File: config.mk
export PLATFORM = sky130hd
export DESIGN_NAME = mul_share_arb
export DESIGN_NICKNAME = d
export VERILOG_FILES = /design/src/rtl/mul_share_arb.sv
export SDC_FILE = /design/constraint.sdc
export NUM_CORES = 1
export LEC_CHECK = 0
export BUFFER_PORTS_ARGS = -buffer_cell sky130_fd_sc_hd__buf_4
export CAP_MARGIN = 30
export CORE_UTILIZATION = 55
export CTS_CLUSTER_DIAMETER = 200
export CTS_CLUSTER_SIZE = 20
export DETAILED_ROUTE_END_ITERATION = 12
export PLACE_DENSITY_LB_ADDON = 0.3
export SYNTH_ARGS = -nofsm -noshare
export SYNTH_HDL_FRONTEND = slang
export SYNTH_SLANG_ARGS = --single-unit
export TNS_END_PERCENT = 10
File: constraint.sdc
create_clock -name clk -period 15.95 [get_ports clk]
set_clock_uncertainty 0.15 [all_clocks]
set_input_delay 1.595 -clock clk [delete_from_list [all_inputs] [get_ports clk]]
set_output_delay 1.595 -clock clk [all_outputs]
set_load 0.1 [all_outputs]
File: src/rtl/mul_share_arb.sv
// Shares one 8x8 unsigned multiplier among NREQ round-robin requesters.
// Two-stage pipeline (operand reg, output reg) with per-requester 20-bit accumulators.
module mul_share_arb #(
    parameter int unsigned NREQ = 2,
    parameter int unsigned IDW  = 2
) (
    input  logic                 clk,
    input  logic                 rst_n,
    input  logic [NREQ-1:0]      req_valid,
    output logic [NREQ-1:0]      req_ready,
    input  logic [8*NREQ-1:0]    req_a,
    input  logic [8*NREQ-1:0]    req_b,
    input  logic [NREQ-1:0]      req_acc,
    input  logic [NREQ-1:0]      acc_clr,
    output logic                 rsp_valid,
    input  logic                 rsp_ready,
    output logic [IDW-1:0]       rsp_id,
    output logic [19:0]          rsp_data
);

    localparam int unsigned OPW = 8;
    localparam int unsigned PW  = 16;
    localparam int unsigned AW  = 20;

    logic            s1_v;
    logic [OPW-1:0]  s1_a;
    logic [OPW-1:0]  s1_b;
    logic [IDW-1:0]  s1_id;
    logic            s1_acc;
    logic [IDW-1:0]  rr_last;
    logic [AW-1:0]   accum [NREQ];

    logic            s2_free;
    logic            s1_adv;
    logic            s1_mv;
    logic            grant_v;
    logic [IDW-1:0]  grant_id;
    logic [OPW-1:0]  sel_a;
    logic [OPW-1:0]  sel_b;
    logic            sel_acc;
    logic            accept;
    logic [PW-1:0]   prod;
    logic [AW-1:0]   acc_cur;
    logic            clr_cur;
    logic [AW-1:0]   acc_sum;
    logic [AW-1:0]   s2_data_nxt;

    assign s2_free = !rsp_valid || rsp_ready;
    assign s1_adv  = !s1_v || s2_free;
    assign s1_mv   = s1_v && s2_free;

    // Round-robin search: indices above rr_last first, then wrap to 0..rr_last.
    always_comb begin
        grant_v  = 1'b0;
        grant_id = '0;
        for (int j = 0; j < NREQ; j++) begin
            if (!grant_v && req_valid[j] && (IDW'(j) > rr_last)) begin
                grant_v  = 1'b1;
                grant_id = IDW'(j);
            end
        end
        for (int j = 0; j < NREQ; j++) begin
            if (!grant_v && req_valid[j] && (IDW'(j) <= rr_last)) begin
                grant_v  = 1'b1;
                grant_id = IDW'(j);
            end
        end
    end

    always_comb begin
        req_ready = '0;
        sel_a     = '0;
        sel_b     = '0;
        sel_acc   = 1'b0;
        for (int j = 0; j < NREQ; j++) begin
            if (grant_id == IDW'(j)) begin
                req_ready[j] = rst_n && grant_v && s1_adv;
                sel_a        = req_a[j*OPW +: OPW];
                sel_b        = req_b[j*OPW +: OPW];
                sel_acc      = req_acc[j];
            end
        end
    end

    assign accept = |(req_valid & req_ready);

    // Multiplier and accumulator datapath between S1 and S2; a same-edge clear zeroes the base.
    always_comb begin
        acc_cur = '0;
        clr_cur = 1'b0;
        for (int j = 0; j < NREQ; j++) begin
            if (s1_id == IDW'(j)) begin
                acc_cur = accum[j];
                clr_cur = acc_clr[j];
            end
        end
    end

    assign prod        = s1_a * s1_b;
    assign acc_sum     = (clr_cur ? '0 : acc_cur) + AW'(prod);
    assign s2_data_nxt = s1_acc ? acc_sum : AW'(prod);

    always_ff @(posedge clk or negedge rst_n) begin
        if (!rst_n) begin
            rr_last <= IDW'(NREQ - 1);
        end else if (accept) begin
            rr_last <= grant_id;
        end
    end

    always_ff @(posedge clk or negedge rst_n) begin
        if (!rst_n) begin
            s1_v   <= 1'b0;
            s1_a   <= '0;
            s1_b   <= '0;
            s1_id  <= '0;
            s1_acc <= 1'b0;
        end else if (s1_adv) begin
            s1_v <= accept;
            if (accept) begin
                s1_a   <= sel_a;
                s1_b   <= sel_b;
                s1_id  <= grant_id;
                s1_acc <= sel_acc;
            end
        end
    end

    // Output register: valid drops on a bubble, id/data hold.
    always_ff @(posedge clk or negedge rst_n) begin
        if (!rst_n) begin
            rsp_valid <= 1'b0;
            rsp_id    <= '0;
            rsp_data  <= '0;
        end else if (s1_mv) begin
            rsp_valid <= 1'b1;
            rsp_id    <= s1_id;
            rsp_data  <= s2_data_nxt;
        end else if (s2_free) begin
            rsp_valid <= 1'b0;
        end
    end

    always_ff @(posedge clk or negedge rst_n) begin
        if (!rst_n) begin
            for (int i = 0; i < NREQ; i++) begin
                accum[i] <= '0;
            end
        end else begin
            for (int i = 0; i < NREQ; i++) begin
                if (s1_mv && s1_acc && (s1_id == IDW'(i))) begin
                    accum[i] <= acc_sum;
                end else if (acc_clr[i]) begin
                    accum[i] <= '0;
                end
            end
        end
    end

endmodule

# [Word level (Yosys, flattened, before mapping)]
# Cells that the tools add are included.
# Widths: inputs -> output; s select.
[totals] ff_bits=85 input_bits=41 out_inout_bits=25
[op_classes] add_sub_neg=1 multipliers=1 order_cmp=4 n_eq_ne=2 mux=27 bitwise=1 reduce_logical=27
[op_table] operator="$mux 20" count=8
[op_table] operator="$mux 8" count=4
[op_table] operator="$add 20x16->20" count=1
[op_table] operator="$mul 8x8->16" count=1
[op_table] operator="$mux 1" count=15
[op_table] operator="$logic_and 1x1->1" count=13
[op_table] operator="$reduce_bool 2->1" count=3
[op_table] operator="$logic_not 1->1" count=5
[op_table] operator="$eq 2x1->1 const B" count=2
[op_table] operator="$gt 1x2->1 const A" count=2
[op_table] operator="$le 1x2->1 const A" count=2
[op_table] operator="$logic_not 2->1" count=2
[op_table] operator="$and 2x2->2" count=1
[op_table] operator="$logic_or 1x1->1" count=2
[op_table] operator="$reduce_and 2->1" count=1
[op_table] operator="$reduce_or 2->1" count=1

# [Depth between registers and ports, before layout]
# Gate-level depths: netlist of run 1.
[logic_depth] depth_word=21 ltp_mapped=23 mapped_depth_nobuf=23

# [Worst setup path before layout of run 1]
# OpenSTA, ideal clock, no wires.
[synth_timing] kind="register -> register" startpoint="reg s1_a[2]" endpoint="reg rsp_data[18]" arrival_time_ps=5539 t_required_ps=15705 slack_ps=10166 path_stages_with_launch=21 cell_sequence="dfrtp_1 and2_1 fa_1 fa_1 fa_1 inv_1 fa_1 inv_1 ha_1 and2_1 and4_1 a21o_1 a21oi_1 xnor2_1 inv_1 ha_1 and4_1 a221o_1 o31ai_2 xor2_1 o31ai_1"
[synth_via] elab_chain_cells=3
[synth_lines] item="start, declared" line="26" source="logic [OPW-1:0] s1_a;"
[synth_lines] item="start signal, assigned" line="121" source="s1_a <= sel_a;"
[synth_lines] item="$mul 8x8->16" line="99" source="assign prod = s1_a * s1_b;"
[synth_lines] item="$add 20x16->20" line="100" source="assign acc_sum = (clr_cur ? '0 : acc_cur) + AW'(prod);"
[synth_lines] item="$mux 20" line="101" source="assign s2_data_nxt = s1_acc ? acc_sum : AW'(prod);"
[synth_lines] item="end signal, assigned" line="138" source="rsp_data <= s2_data_nxt;"
[synth_lines] item="end, declared" line="18" source="output logic [19:0] rsp_data"
# Every way passes these cells.
# A chain may end at the register's enable or synchronous reset.

# [Worst setup path after layout of run 1]
[layout_timing] startpoint="reg s1_a[4]" endpoint="reg rsp_data[18]"
# The elaborated chain is that of the path after synthesis.

==> results.yml, run 1 <==
worst_setup_path:
  critical_path_class: "reg -> reg"
  worst_path_max_delay_cell: "fa_1"
  cp-start-kind: "flop"
  ff2ff_setup_slack_ns: 9.59
  worstSetupEndpointType: "flop"
  critPathMaxFanout: 9
  crit_path_max_incr_delay_ns: 0.56
  cp.required_ns: 16.05
  rr_endpoint: "rsp_data[18]"
  cp_common_cell: "fa_1"
  cp.arrival_ns: 6.46
  ff2ff_path_depth: 20
  path_cells: "and2_1 -> fa_1 -> fa_1 -> fa_1 -> inv_1 -> fa_1 -> inv_1 -> ha_1 -> nand3_1 -> o211ai_1 -> a21o_1 -> a21oi_1 -> xnor2_1 -> inv_1 -> ha_1 -> and4_1 -> a221o_1 -> o31ai_2 -> xor2_1 -> o31ai_1"
  cp_num_buf_inv: 3
  crit_family: "adder cells"
  r2r-start: "s1_a[4]"
timing:
  fin_crit_sh_pct: 39.9
  final.setup.tns_ns: 0
  rsz0062_at_grt: "no"
  setup_violations: 0
  max_slew_margin_pct: 31.7
  fmax_mhz: 157
  period_needed_ns: 6.36
  fin_ws_ns: 9.59
  hold_viol: 0
  slew_viol_final: 0
  worst_pin_slew_ns: 1.02
  hold_ws_ns: 0.337
clock_tree:
  htreeDepth: 3
  path_clk_slew_ns: 0.07
  cts.sinks: 82
  clk_path_buf_depth: 2
  cts_tree: "built"
  clock_latency_ns: 0.36
  cts_resized: 0
  post-cts-setup-buffers: 0
  cts_inserted_buffers: 9
  clock-root-buffer: "clkbuf_16"
  cts_hold_buf: 0
logic_synthesis:
  ys_warn_count: 0
  synth-edff-count: 0
  syn-mean-instance-area_um2: 9.05
  synth_area_leader_cell: "dfrtp_1"
  synthesis.instances: 763
  async_flop_share_pct: 100
  syn_nets: 893
  syn_area_mm2: 0.00690
  yosysSeqAreaShare_pct: 29.7
  yosys-top-cells-area: "dfrtp_1 29%, fa_1 11%, ha_1 9.4%"
  synth_flop_cell: "dfrtp_1"
  synth_cell_type_count: 65
  ys_seq_elements: 82
  synthDominantCellAreaShare_pct: 29.4
route:
  wl_um: 17100
  vias_per_cell: 5.84
  vias: 5742
  drtIter0Drc: 386
  drc: 0
  wl_per_cell_um: 17.4
  first_pass_iters: 5
  ant_nets: 0
floorplanning:
  dieArea_mm2: 0.0130
  fp.dieW_um: 114
  die_h_um: 114
  core_mm2: 0.0121
  start_util_pct: 57.0
  rows: 40
  io_pins: 66
min_path:
  hp-class: "reg -> reg"
  min_path_cells: 2
  holdPathEnd: "rsp_id[0]"
  hp-start: "rsp_id[0]"
layout:
  fin_nets: 941
  layout-drive-gt1-share_pct: 12.4
  final_common_cell: "dfrtp_1"
  final_cell_count_no_fill: 984
  fill_cells: 1037
  area_delta_synth_final_pct: 12.8
  diodes: 0
  mostFrequentLayoutCells: "81 x dfrtp_1, 67 x buf_4, 62 x nand2_1"
global_routing:
  grt_max_degree: 58
  overflow: 0
  grt_pass1_wl_um: 28200
  grt_util_all_layers_pct: 28.4
  antenna_found_initial: 0
  grt_pass1_vias: 5664
run:
  timing.max_cap.violations: 0
placed_design:
  place_inst: 968
  pre_cts_ws_ns: 9.61
  hpwlAfterDp_um: 12900
  gp_congestion: 0.907
  port_buffers: 64
run_status:
  status: "finished, final reports clean"
==> sequential cells by signal, indices dropped and copies added (netlist names) <==
register,cells
accum,40
s1_id,1
rsp_valid,1
rsp_data,20
rsp_id,1
s1_acc,1
rr_last,1
s1_a,8
s1_b,8
s1_v,1
==> logic make-up after synthesis <==
| logic type | count (synthesis) | synth area share [%] |
|---|---|---|
| AND/OR/NAND/NOR | 264 | 20.1 |
| AO/OA/AOI/OAI | 162 | 14.7 |
| buffers and inverters | 93 | 5.38 |
| adder cells (fa/ha/maj) | 89 | 20.2 |
| flip-flops | 82 | 29.7 |
| multiplexers | 39 | 5.69 |
| XOR/XNOR | 33 | 4.19 |
| other | 1 | 0.0543 |
==> synth_stat cells (6+ instances only) <==
cell	count
and2_1	59
xnor2_1	21
nor2_1	56
clkbuf_1	19
nand2b_1	11
nand3_1	14
nor2b_1	7
fa_1	37
nor3_1	6
mux2i_1	37
nand2_1	62
inv_1	61
a21o_1	9
and3_1	7
dfrtp_1	81
nand3b_1	30
xor2_1	12
buf_2	9
o211ai_1	8
a21oi_1	48
ha_1	52
o21ai_0	53
==> worst max path at each step <==
stage	start	slack [ns]	end	cells after the start
after floorplan	s1_a[2]	10.17	rsp_data[18]	20
after global placement	s1_a[4]	9.73	rsp_data[18]	20
after detailed placement	s1_a[4]	9.61	rsp_data[18]	20
after CTS	s1_a[4]	9.59	rsp_data[18]	20
after global routing	s1_a[4]	9.23	rsp_data[18]	20
final	s1_a[4]	9.59	rsp_data[18]	20
==> worst min-delay path, cell delays in order (launching register included) <==
cell and delay [ns]:
dfrtp_1 0.35, nand2_1 0.05, o21ai_0 0.06
==> routing by layer <==
layer / track usage [%] / vias up / share of wire [%]
met5: 0 / - / 0
met4: 11.8 / 0 / 2.5
met3: 3.88 / 36 / 5.3
met2: 44.9 / 203 / 46
met1: 39.2 / 2806 / 46
li1: - / 2697 / -
==> cell type report <==
type                    count  area (um2)  area share (%)
inverters                  62         233            2.99
clock inverters             7        62.6           0.803
clock buffers               9         225            2.89
multi-input cells         588        4490            57.6
flip-flops and latches     82        2050            26.4
repair buffers             68         518            6.65
well taps                 168         210            2.70
==> metrics by stage <==
step	instance area [um2]	utilization, %
2_1_floorplan	6900	-
3_3_place_gp	7490	61.8
3_5_place_dp	7500	61.9
4_1_cts	7790	64.3
5_1_grt	7790	64.3
6_report	7790	64.3
Power of run 1 is not shown: default switching activity piles up to over one toggle a cycle in this logic, so the estimate is an artifact.
==> inputs of run 2 (changes only) <==
==> constraint.sdc (replaced) <==
create_clock -name clk -period 5.4 [get_ports clk]
set_clock_uncertainty 0.15 [all_clocks]
set_input_delay 0.54 -clock clk [delete_from_list [all_inputs] [get_ports clk]]
set_output_delay 0.54 -clock clk [all_outputs]
set_load 0.1 [all_outputs]
==> results.yml, run 2 (synthesis gave the netlist of run 1 again) <==
route:
  wl_per_cell_um: 18.0
  wl_um: 19700
  drc: 0
  first_pass_iters: 5
  vias: 6234
  vias_per_cell: 5.68
  drtIter0Drc: 446
  ant_nets: 0
global_routing:
  grt_pass1_vias: 6523
  grt_util_all_layers_pct: 32.4
  overflow: 0
  grt_max_degree: 66
  antenna_found_initial: 0
  grt_pass1_wl_um: 32500
clock_tree:
  htreeDepth: 3
  cts_inserted_buffers: 9
  clk_path_buf_depth: 2
  path_clk_slew_ns: 0.07
  cts.sinks: 82
  cts_tree: "built"
  clock-root-buffer: "clkbuf_16"
  clock_latency_ns: 0.35
  cts_hold_buf: 0
floorplanning:
  rows: 40
  dieArea_mm2: 0.0130
  fp.dieW_um: 114
  core_mm2: 0.0121
  die_h_um: 114
  io_pins: 66
  start_util_pct: 57.0
worst_setup_path:
  critical_path_class: "reg -> reg"
  cp_common_cell: "fa_1"
  cp.arrival_ns: 5.92
  cp.required_ns: 5.51
  path_cells: "and2_4 -> fa_1 -> fa_1 -> fa_1 -> inv_2 -> fa_1 -> inv_2 -> ha_4 -> a21oi_2 -> o211ai_1 -> buf_4 -> buf_6 -> a21o_1 -> a21oi_2 -> xnor2_2 -> inv_2 -> ha_4 -> and4_4 -> a221o_1 -> o31ai_2 -> xor2_1 -> o31ai_1"
  crit_path_max_incr_delay_ns: 0.56
  worstSetupEndpointType: "flop"
  worst_path_max_delay_cell: "fa_1"
  cp-start-kind: "flop"
  critPathMaxFanout: 6
timing:
  hold_viol: 0
  final.setup.tns_ns: -4.61
  fin_ws_ns: -0.408
  period_needed_ns: 5.81
  setup_violations: 22
  rsz0062_at_grt: "yes"
  fin_crit_sh_pct: 108
  slew_viol_final: 0
  fmax_mhz: 172
  max_slew_margin_pct: 30.7
  worst_pin_slew_ns: 1.04
run_status:
  violations: "setup timing"
  status: "finished with violations"
layout:
  fill_cells: 894
  seq_area_mm2: 0.00207
  mostFrequentLayoutCells: "178 x buf_4, 71 x dfrtp_1, 62 x nand2_1"
  reg_top3: "accum: 40 flops, rsp_data: 20 flops"
  diodes: 0
  largest_reg_flops: 40
  top_register: "accum"
  fin_nets: 1055
  area_delta_synth_final_pct: 31.9
  multiInputGateArea_mm2: 0.00489
  final_common_cell: "buf_4"
  layout-drive-gt1-share_pct: 31.6
min_path:
  hp-class: "in -> async"
placed_design:
  port_buffers: 64
  gp_congestion: 0.947
  pre_cts_ws_ns: -0.562
  hpwlAfterDp_um: 14500
run:
  timing.max_cap.violations: 0
==> run 2: cell count changes in the layout (fill, tap and decap cells not counted), moves of 9 or more <==
cell	change
buf_4	+111
a21oi_1	-13
a21oi_2	+13
ha_1	-12
ha_4	+11
dfrtp_1	-10
dfrtp_2	+10
and2_1	-9
and2_4	+9
==> run 2: final timing paths <==
path | from | to | slack, ns | depth (start not counted)
worst min register to register | rsp_data[1] | rsp_data[1] | 0.33 | 2
max in group asynchronous | rst_n | rsp_data[12] | 4.49 | 3
min in group clk | rsp_data[1] | rsp_data[1] | 0.33 | 2
worst min-delay path | rst_n | s1_b[3] | 0.001 | 2
worst max register to register | s1_a[3] | rsp_data[18] | -0.41 | 22
worst max-delay path | s1_a[3] | rsp_data[18] | -0.41 | 22
==> run 2: what timing repair did <==
action                                  4_1_cts  5_1_grt
setup buffers                                11        4
pin swaps                                    27       23
gates resized for setup                      42       34
endpoints found under the setup margin       31       36
==> run 2: critical path, delay by kind of cell (launching register included) <==
family                     cells  cell delay, ns
adders and majority gates      6            2.46
buffers and inverters          5            0.43
AOI/OAI and AO/OA              7            1.54
xor gates and xnor gates       2            0.28
DFF                            1            0.46
and+or+nand+nor                2            0.36
==> run 2: area by class of cell <==
type,instances,area share [%]
clock inverters,6,0.797
multi-input cells,588,53.7
flip-flops and latches,82,22.7
well taps,168,2.31
clock buffers,10,2.63
inverters,62,2.56
repair buffers,182,15.4
==> run 2: per-stage QoR <==
| step | hold WS, ns | utilization [%] | area [um2] | instances |
|---|---|---|---|---|
| floorplan | 0.0944 | - | 7020 | 763 |
| global placement | 0.317 | 68.9 | 8350 | 1066 |
| detailed placement | 0.325 | 69.1 | 8370 | 1067 |
| CTS | 0.0100 | 73.6 | 8920 | 1094 |
| global route | 0.0286 | 75.2 | 9100 | 1098 |
| finish | 0.00109 | 75.2 | 9100 | 1098 |
==> run 2: layer usage <==
layer,part of all wire (%),GRT usage [%],vias to the layer above
li1,-,-,2921
met3,5.2,3.40,39
met1,45,44.6,3065
met4,2.2,12.2,0
met5,0,0,-
met2,47,53.1,209
Power of run 2 is left out for the same reason.
